[src/rtl/reaction_ctrl.sv]
// -----------------------------------------------------------------------------
// reaction_ctrl -- human reaction-time tester.
//
// A start press arms a pseudo-random pre-light delay (MIN_DELAY_MS plus a
// 0..2047 ms random part taken from a free-running LFSR).  When the delay
// expires the lamp lights and a 4-digit BCD millisecond counter runs until the
// stop button is pressed or the count saturates at 9999.
//
// Optional feature (macro CHEAT_DETECT_EN): a stop press while waiting for the
// lamp enters a CHEAT state that shows 9999 and raises the cheat flag.  With
// the macro undefined the press is ignored and cheat is constant 0.
//
// Parameters
//   TICK_DIV      clk cycles per 1 ms tick
//   MIN_DELAY_MS  fixed part of the pre-light delay in ms
// Ports
//   clk                    rising-edge clock
//   reset                  asynchronous active-high reset
//   start, stop            debounced, synchronized button levels
//   led                    stimulus lamp, high only while the counter runs
//   bcd3..bcd0             elapsed ms, thousands..units, one BCD digit each
//   busy                   high while waiting for the lamp or counting
//   cheat                  high after an early stop press (CHEAT_DETECT_EN)
// -----------------------------------------------------------------------------
module reaction_ctrl #(
    parameter int TICK_DIV     = 50000,
    parameter int MIN_DELAY_MS = 1000
) (
    input  logic       clk,
    input  logic       reset,
    input  logic       start,
    input  logic       stop,
    output logic       led,
    output logic [3:0] bcd3,
    output logic [3:0] bcd2,
    output logic [3:0] bcd1,
    output logic [3:0] bcd0,
    output logic       busy,
    output logic       cheat
);

`ifdef CHEAT_DETECT_EN
    localparam logic CHEAT_EN = 1'b1;
`else
    localparam logic CHEAT_EN = 1'b0;
`endif

    localparam int              PW        = (TICK_DIV > 1) ? $clog2(TICK_DIV) : 1;
    localparam int              DW        = $clog2(MIN_DELAY_MS + 2048) + 1;
    localparam logic [PW-1:0]   TICK_LAST = PW'(TICK_DIV - 1);
    localparam logic [PW-1:0]   PRESC_CLR = {PW{1'b0}};
    localparam logic [DW-1:0]   MIN_DELAY = DW'(MIN_DELAY_MS);
    localparam logic [DW-1:0]   DELAY_ONE = DW'(1);
    localparam logic [DW-1:0]   DELAY_CLR = {DW{1'b0}};
    localparam logic [15:0]     LFSR_SEED = 16'hACE1;
    localparam logic [15:0]     BCD_MAX   = 16'h9999;
    localparam logic [15:0]     BCD_LAST  = 16'h9998;

    typedef enum logic [2:0] {
        ST_IDLE  = 3'd0,
        ST_WAIT  = 3'd1,
        ST_RUN   = 3'd2,
        ST_DONE  = 3'd3,
        ST_CHEAT = 3'd4
    } state_t;

    // Decimal increment of a packed 4-digit BCD value.  A digit at (or, if
    // ever corrupted, above) 9 rolls to 0 and carries, so no digit can leave
    // the 0..9 range; a carry out of the top digit saturates at 9999.
    function automatic logic [15:0] bcd_inc(input logic [15:0] v);
        logic [15:0] r;
        logic        carry;
        r     = v;
        carry = 1'b1;
        for (int i = 0; i < 4; i++) begin
            if (carry) begin
                if (v[4*i +: 4] >= 4'd9) begin
                    r[4*i +: 4] = 4'd0;
                end else begin
                    r[4*i +: 4] = v[4*i +: 4] + 4'd1;
                    carry       = 1'b0;
                end
            end else begin
                r[4*i +: 4] = v[4*i +: 4];
            end
        end
        if (carry) begin
            r = BCD_MAX;
        end else begin
            r = r;
        end
        return r;
    endfunction

    state_t          state_r;
    logic [15:0]     lfsr_r;
    logic            start_prev_r;
    logic            stop_prev_r;
    logic            armed_r;
    logic [PW-1:0]   presc_r;
    logic [DW-1:0]   delay_r;
    logic [15:0]     bcd_r;
    logic            led_r;
    logic            busy_r;
    logic            cheat_r;

    logic            start_rise_s;
    logic            stop_rise_s;
    logic            tick_s;
    logic            lfsr_fb_s;

    // armed_r masks the first cycle after reset release, so a button already
    // held while reset was asserted is not mistaken for a fresh press.
    assign start_rise_s = armed_r & start & ~start_prev_r;
    assign stop_rise_s  = armed_r & stop  & ~stop_prev_r;
    assign tick_s       = (presc_r == TICK_LAST);
    // Fibonacci feedback from taps 16, 14, 13, 11.
    assign lfsr_fb_s    = lfsr_r[15] ^ lfsr_r[13] ^ lfsr_r[12] ^ lfsr_r[10];

    assign led  = led_r;
    assign busy = busy_r;
    assign cheat = cheat_r & CHEAT_EN;
    assign bcd3 = bcd_r[15:12];
    assign bcd2 = bcd_r[11:8];
    assign bcd1 = bcd_r[7:4];
    assign bcd0 = bcd_r[3:0];

    // Previous-level registers for rising-edge detection of both buttons.
    always_ff @(posedge clk or posedge reset) begin
        if (reset) begin
            start_prev_r <= 1'b0;
            stop_prev_r  <= 1'b0;
            armed_r      <= 1'b0;
        end else begin
            start_prev_r <= start;
            stop_prev_r  <= stop;
            armed_r      <= 1'b1;
        end
    end

    // Free-running random source; the all-zero lock-up state reseeds.
    always_ff @(posedge clk or posedge reset) begin
        if (reset) begin
            lfsr_r <= LFSR_SEED;
        end else if (lfsr_r == 16'h0000) begin
            lfsr_r <= LFSR_SEED;
        end else begin
            lfsr_r <= {lfsr_r[14:0], lfsr_fb_s};
        end
    end

    // Round controller: prescaler, delay countdown, BCD counter and outputs.
    always_ff @(posedge clk or posedge reset) begin
        if (reset) begin
            state_r <= ST_IDLE;
            presc_r <= PRESC_CLR;
            delay_r <= DELAY_CLR;
            bcd_r   <= 16'h0000;
            led_r   <= 1'b0;
            busy_r  <= 1'b0;
            cheat_r <= 1'b0;
        end else begin
            case (state_r)
                // Start wins over a simultaneous stop in all idle states.
                ST_IDLE, ST_DONE, ST_CHEAT: begin
                    presc_r <= PRESC_CLR;
                    if (start_rise_s) begin
                        state_r <= ST_WAIT;
                        delay_r <= MIN_DELAY + DW'(lfsr_r[10:0]);
                        bcd_r   <= 16'h0000;
                        led_r   <= 1'b0;
                        busy_r  <= 1'b1;
                        cheat_r <= 1'b0;
                    end
                end
                ST_WAIT: begin
                    if (CHEAT_EN && stop_rise_s) begin
                        state_r <= ST_CHEAT;
                        presc_r <= PRESC_CLR;
                        bcd_r   <= BCD_MAX;
                        led_r   <= 1'b0;
                        busy_r  <= 1'b0;
                        cheat_r <= 1'b1;
                    end else if (tick_s) begin
                        presc_r <= PRESC_CLR;
                        // A count of 1 becomes 0 on this tick: light the lamp.
                        if (delay_r <= DELAY_ONE) begin
                            state_r <= ST_RUN;
                            delay_r <= DELAY_CLR;
                            led_r   <= 1'b1;
                        end else begin
                            delay_r <= delay_r - DELAY_ONE;
                        end
                    end else begin
                        presc_r <= presc_r + PW'(1);
                    end
                end
                ST_RUN: begin
                    // Stop is checked first so a coincident tick is dropped.
                    if (stop_rise_s) begin
                        state_r <= ST_DONE;
                        presc_r <= PRESC_CLR;
                        led_r   <= 1'b0;
                        busy_r  <= 1'b0;
                    end else if (tick_s) begin
                        presc_r <= PRESC_CLR;
                        bcd_r   <= bcd_inc(bcd_r);
                        if (bcd_r == BCD_LAST) begin
                            state_r <= ST_DONE;
                            led_r   <= 1'b0;
                            busy_r  <= 1'b0;
                        end
                    end else begin
                        presc_r <= presc_r + PW'(1);
                    end
                end
                default: begin
                    state_r <= ST_IDLE;
                    presc_r <= PRESC_CLR;
                    led_r   <= 1'b0;
                    busy_r  <= 1'b0;
                    cheat_r <= 1'b0;
                end
            endcase
        end
    end

endmodule

[config.mk]
export PLATFORM = sky130hd
export DESIGN_NAME = reaction_ctrl
export DESIGN_NICKNAME = d
export VERILOG_FILES = /design/src/rtl/reaction_ctrl.sv
export SDC_FILE = /design/constraint.sdc
export NUM_CORES = 1
export LEC_CHECK = 0
export CAP_MARGIN = 10
export CORE_UTILIZATION = 59
export CTS_CLUSTER_SIZE = 12
export DETAILED_ROUTE_END_ITERATION = 10
export PLACE_DENSITY_LB_ADDON = 0.05
export SLEW_MARGIN = 10
export SYNTH_ARGS = -nofsm -noshare
export SYNTH_HDL_FRONTEND = slang
export SYNTH_SLANG_ARGS = --single-unit
export TNS_END_PERCENT = 1
[constraint.sdc]
create_clock -name clk -period 2.4 [get_ports clk]
set_input_delay 0.36 -clock clk [delete_from_list [all_inputs] [get_ports clk]]
set_output_delay 0.36 -clock clk [all_outputs]
set_load 0.1 [all_outputs]
==> reports/results.env, run 1 <==
FLOORPLAN.ROWS=28
MAX-CLOCK-PATH-BUFFERS=2
P_SW_mW=1.82
DRTANTENNAVIOLNETS=0
WORST_PATH_MAX_DELAY_CELL='or4bb_1'
CELLLEAKAGEPOWER_nW=1.86
YOSYSUNIQUECELLTYPES=61
GRT_USE_TOTAL=0.257
MAXSLEWHEADROOM=0.527
AVERAGE_SIZE_OF_A_MAPPED_CELL_UM2=9.73
CLOCK_SKEW_NS=0.00828
RUN_STATUS='complete, no violations'
CRIT_FANOUT=4
INSERTEDDIODECOUNT=0
FIN_UTIL=0.716
POST-PLACE-WS_NS=-0.181
DETAILEDPLACEMENTHPWL_UM=5720
NUMPORTBUFFERS=21
SYNTH_EDF_COUNT=0
WORST_PIN_SLEW_NS=0.702
CTS.CLK_SLEW.WORST_PATHS_NS=0.08
NUMBER_OF_ANTENNA_VIOLATIONS_AT_THE_FIRST_CHECK_IN_GLOBAL_ROUTING=0
AVGVIACOUNTPERCELL=5.96
SW_FRAC_OF_TOTAL=0.426
GRT_START_MAX_NET_PINS=26
INITIAL_CORE_UTIL=0.620
PATH_CELLS='inv_2 -> ha_4 -> or4bb_1 -> nor4_2 -> o21ai_1 -> nor3_2 -> mux2_2'
TOTALWIRELENGTH_UM=7930
NETLIST_INSTANCES=384
CP.REQUIRED_NS=2.63
DRT_FIRST_PASS_ITERS=4
WORST_EP_ARRIVAL_TIME_NS=2.56
SETUP.WORST_PATH.CLASS='flip-flop to flip-flop'
TIMING.MAX_CAP.VIOLATIONS=0
CRIT_PATH_CAPTURE_TYPE='flip-flop'
LEADING_CELL_TYPE_IN_THE_LAYOUT_FILL_AND_TAPS_EXCLUDED='dfrtp_1'
SYN_NETS=407
CRITPATHTOPFAMILY='simple AND/OR/NAND/NOR gates'
PWR-SHARE-COMB=0.440
FIN_CRIT_NS=2.33
CRIT_PATH_START_KIND='flip-flop'
FIRST_GLOBAL_VIAS=2778
YOSYS_MOST_USED_DFF='dfrtp_1'
NUMBER_OF_CLOCK_SINKS=68
P_CLK_FRAC=0.218
WORST_IR_DROP_VDD_V=0.000689
GRT_OVERFLOW_TOTAL=0
YS_WARN_COUNT=0
AREA.GROWTH.SYNTH_TO_FINAL_PCT=15.4
FIN_NETS=439
CTS-ROOT-BUF='clkbuf_8'
ROUTE.DETAILED.DRC=0
FP.COREAREA_MM2=0.00603
SETUP_VIOL=0
DETAILROUTE.VIA_COUNT=2958
DR.FIRST_ITER.DRC_COUNT=157
CELL_INTERNAL_PWR_mW=2.45
NUMBER_OF_BUFFER_AND_INVERTER_INSTANCES_ALONG_THE_WORST_SETUP_PATH=1
SYNTH-SEQ-AREA-SHARE=0.458
LAYOUT_WORST_PATH_CYCLE_SHARE=0.971
FRACTION_OF_LAYOUT_CELLS_WITH_A_SIZE_SUFFIX_ABOVE_1=0.207
CLOCK_LATENCY_AT_THE_LATER_PIN_OF_THE_WORST_SKEW_PAIR_NS=0.34
TRITONCTS.NUM_BUFFERS=9
SYN-CELL-AREA_MM2=0.00374
GRT_PASS1_WL_UM=12800
HOLD_VIOL=0
CTS-HTREE-LEVELS=3
TRITONCTS='built'
GP_CONGESTION=0.812
DIE-WIDTH_UM=81.6
WORST_PATH_LARGEST_CELL_DELAY_NS=0.48
SYNTHARSTFLOPSHARE=1.00
MOST-COMMON-LAYOUT-CELLS='dfrtp_1 (54), buf_4 (37), nor2_1 (32)'
POSTSYNTHREGISTERBITS=68
DIE_HEIGHT_UM=81.6
NUM-FILL-CELLS=445
WORST_SLACK_NS=0.0685
P_PER_AREA_mW_PER_MM2=990
FP.DIEAREA_MM2=0.00665
BOUNDARYPINS=23
MAX_CLOCK_FREQ_MHz=429
HOLDWS_NS=0.354
ROUTE.DETAILED.WL_PER_INST_UM=16.0
RSZ0062_AT_GRT='yes'
MIN_PATH_TYPE='primary input to asynchronous set/reset pin'
SEQUENTIALPOWERSHARE=0.343
FINALMAXSLEWVIOLATIONS=0
flip-flops by register name (all words and copies together) (netlist names):
register	flops
led	1
armed_r	1
delay_r	13
presc_r	16
busy	1
start_prev_r	1
stop_prev_r	1
lfsr_r	16
state_r	2
bcd_r	16
repair_timing:
| action | CTS | global route |
|---|---|---|
| buffers inserted | 0 | 0 |
| setup endpoints to repair | 0 | 12 |
| gates resized for setup | 0 | 4 |
| hold buffers | 0 | 0 |
stage by stage:
| stage | area [µm²] | power [mW] | instances | setup TNS (ns) |
|---|---|---|---|---|
| after floorplan | 3760 | 2.80 | 384 | -0.0504 |
| after CTS | 4290 | 4.26 | 496 | 0 |
| after global placement | 4100 | 3.30 | 480 | -0.403 |
| after detailed placement | 4100 | 3.34 | 480 | -0.818 |
| final | 4310 | 4.27 | 496 | 0 |
| after global routing | 4310 | 4.54 | 496 | -0.0238 |
path summary, 6_finish.rpt:
kind                                            from              endpoint  slack (ns)  depth (start not counted)
min in group clk                lfsr_r[11]$_DFF_PP1_  lfsr_r[12]$_DFF_PP0_        0.41                          0
worst min register to register  lfsr_r[11]$_DFF_PP1_  lfsr_r[12]$_DFF_PP0_        0.41                          0
worst max-delay path            bcd_r[9]$_DFFE_PP0P_      busy$_DFFE_PP0P_        0.07                          7
worst max register to register  bcd_r[9]$_DFFE_PP0P_      busy$_DFFE_PP0P_        0.07                          7
worst min-delay path                           reset  presc_r[2]$_DFF_PP0_        0.35                          2
max in group asynchronous                      reset  bcd_r[4]$_DFFE_PP0P_        1.31                          3
layout make-up:
cell class                 count  area [µm²]  share of cell area
tap                           75        93.8              0.0218
clock buffer                  10         128              0.0296
clock inverter                 6        65.1              0.0151
sequential                    68        1720               0.399
multi-input combinational    272        1890               0.438
timing repair buffer          41         328              0.0760
inverter                      24        90.1              0.0209
synthesized netlist by cell type (all sizes together) (3+ instances only):
master	instances	area (µm²)
nand2	20	75.1
nor2b	4	25.0
a32oi	4	35.0
a21o	3	22.5
nor4	9	71.3
xnor2	9	78.8
buf	6	32.5
ha	19	238
or4	5	37.5
nor3	10	55.1
nor2	32	120
nand4	3	18.8
or3	7	43.8
dfrtp	60	1500
o21ai	29	145
and3	3	18.8
nor3b	6	45.0
a21oi	24	120
xor2	12	105
nand2b	11	68.8
dfstp	8	210
inv	23	86.3
o31ai	5	42.5
a31oi	4	25.0
o21a	4	30.0
nand3	12	60.1
a22o	3	26.3
clkbuf	14	52.6
routing by layer:
| layer | global-route usage | wire (µm) | up-vias |
|---|---|---|---|
| met1 | 0.329 | 3620 | 1432 |
| met3 | 0.0478 | 312 | 22 |
| met5 | 0 | 0 | - |
| met4 | 0.109 | 186 | 0 |
| li1 | - | - | 1429 |
| met2 | 0.427 | 3820 | 75 |
kinds of logic after synthesis:
kind of cell             synth area share
adder cells (fa/ha/maj)            0.0636
flip-flops                          0.458
AND/OR/NAND/NOR                     0.202
other                             0.00201
XOR/XNOR                           0.0492
AO/OA/AOI/OAI                       0.169
multiplexers                      0.00837
buffers and inverters              0.0469
power groups by stage:
stage | Combinational (mW) | Clock [mW] | Sequential (mW)
after floorplan | 1.07 | 0 | 1.74
after global placement | 1.82 | 0 | 1.48
after detailed placement | 1.85 | 0 | 1.49
after CTS | 1.86 | 0.937 | 1.46
after global routing | 2.07 | 0.977 | 1.49
final | 1.88 | 0.929 | 1.46
Note: power is estimated with default switching activity, not from simulation.
==> inputs of run 2 (changes only) <==
--- a/config.mk
+++ b/config.mk
@@ -7,7 +7,6 @@
 export LEC_CHECK = 0
 export CAP_MARGIN = 10
 export CORE_UTILIZATION = 59
-export CTS_CLUSTER_SIZE = 12
 export DETAILED_ROUTE_END_ITERATION = 10
 export PLACE_DENSITY_LB_ADDON = 0.05
 export SLEW_MARGIN = 10
==> results of run 2 <==
The final DEF is identical to that of run 1; final timing and power are the same.
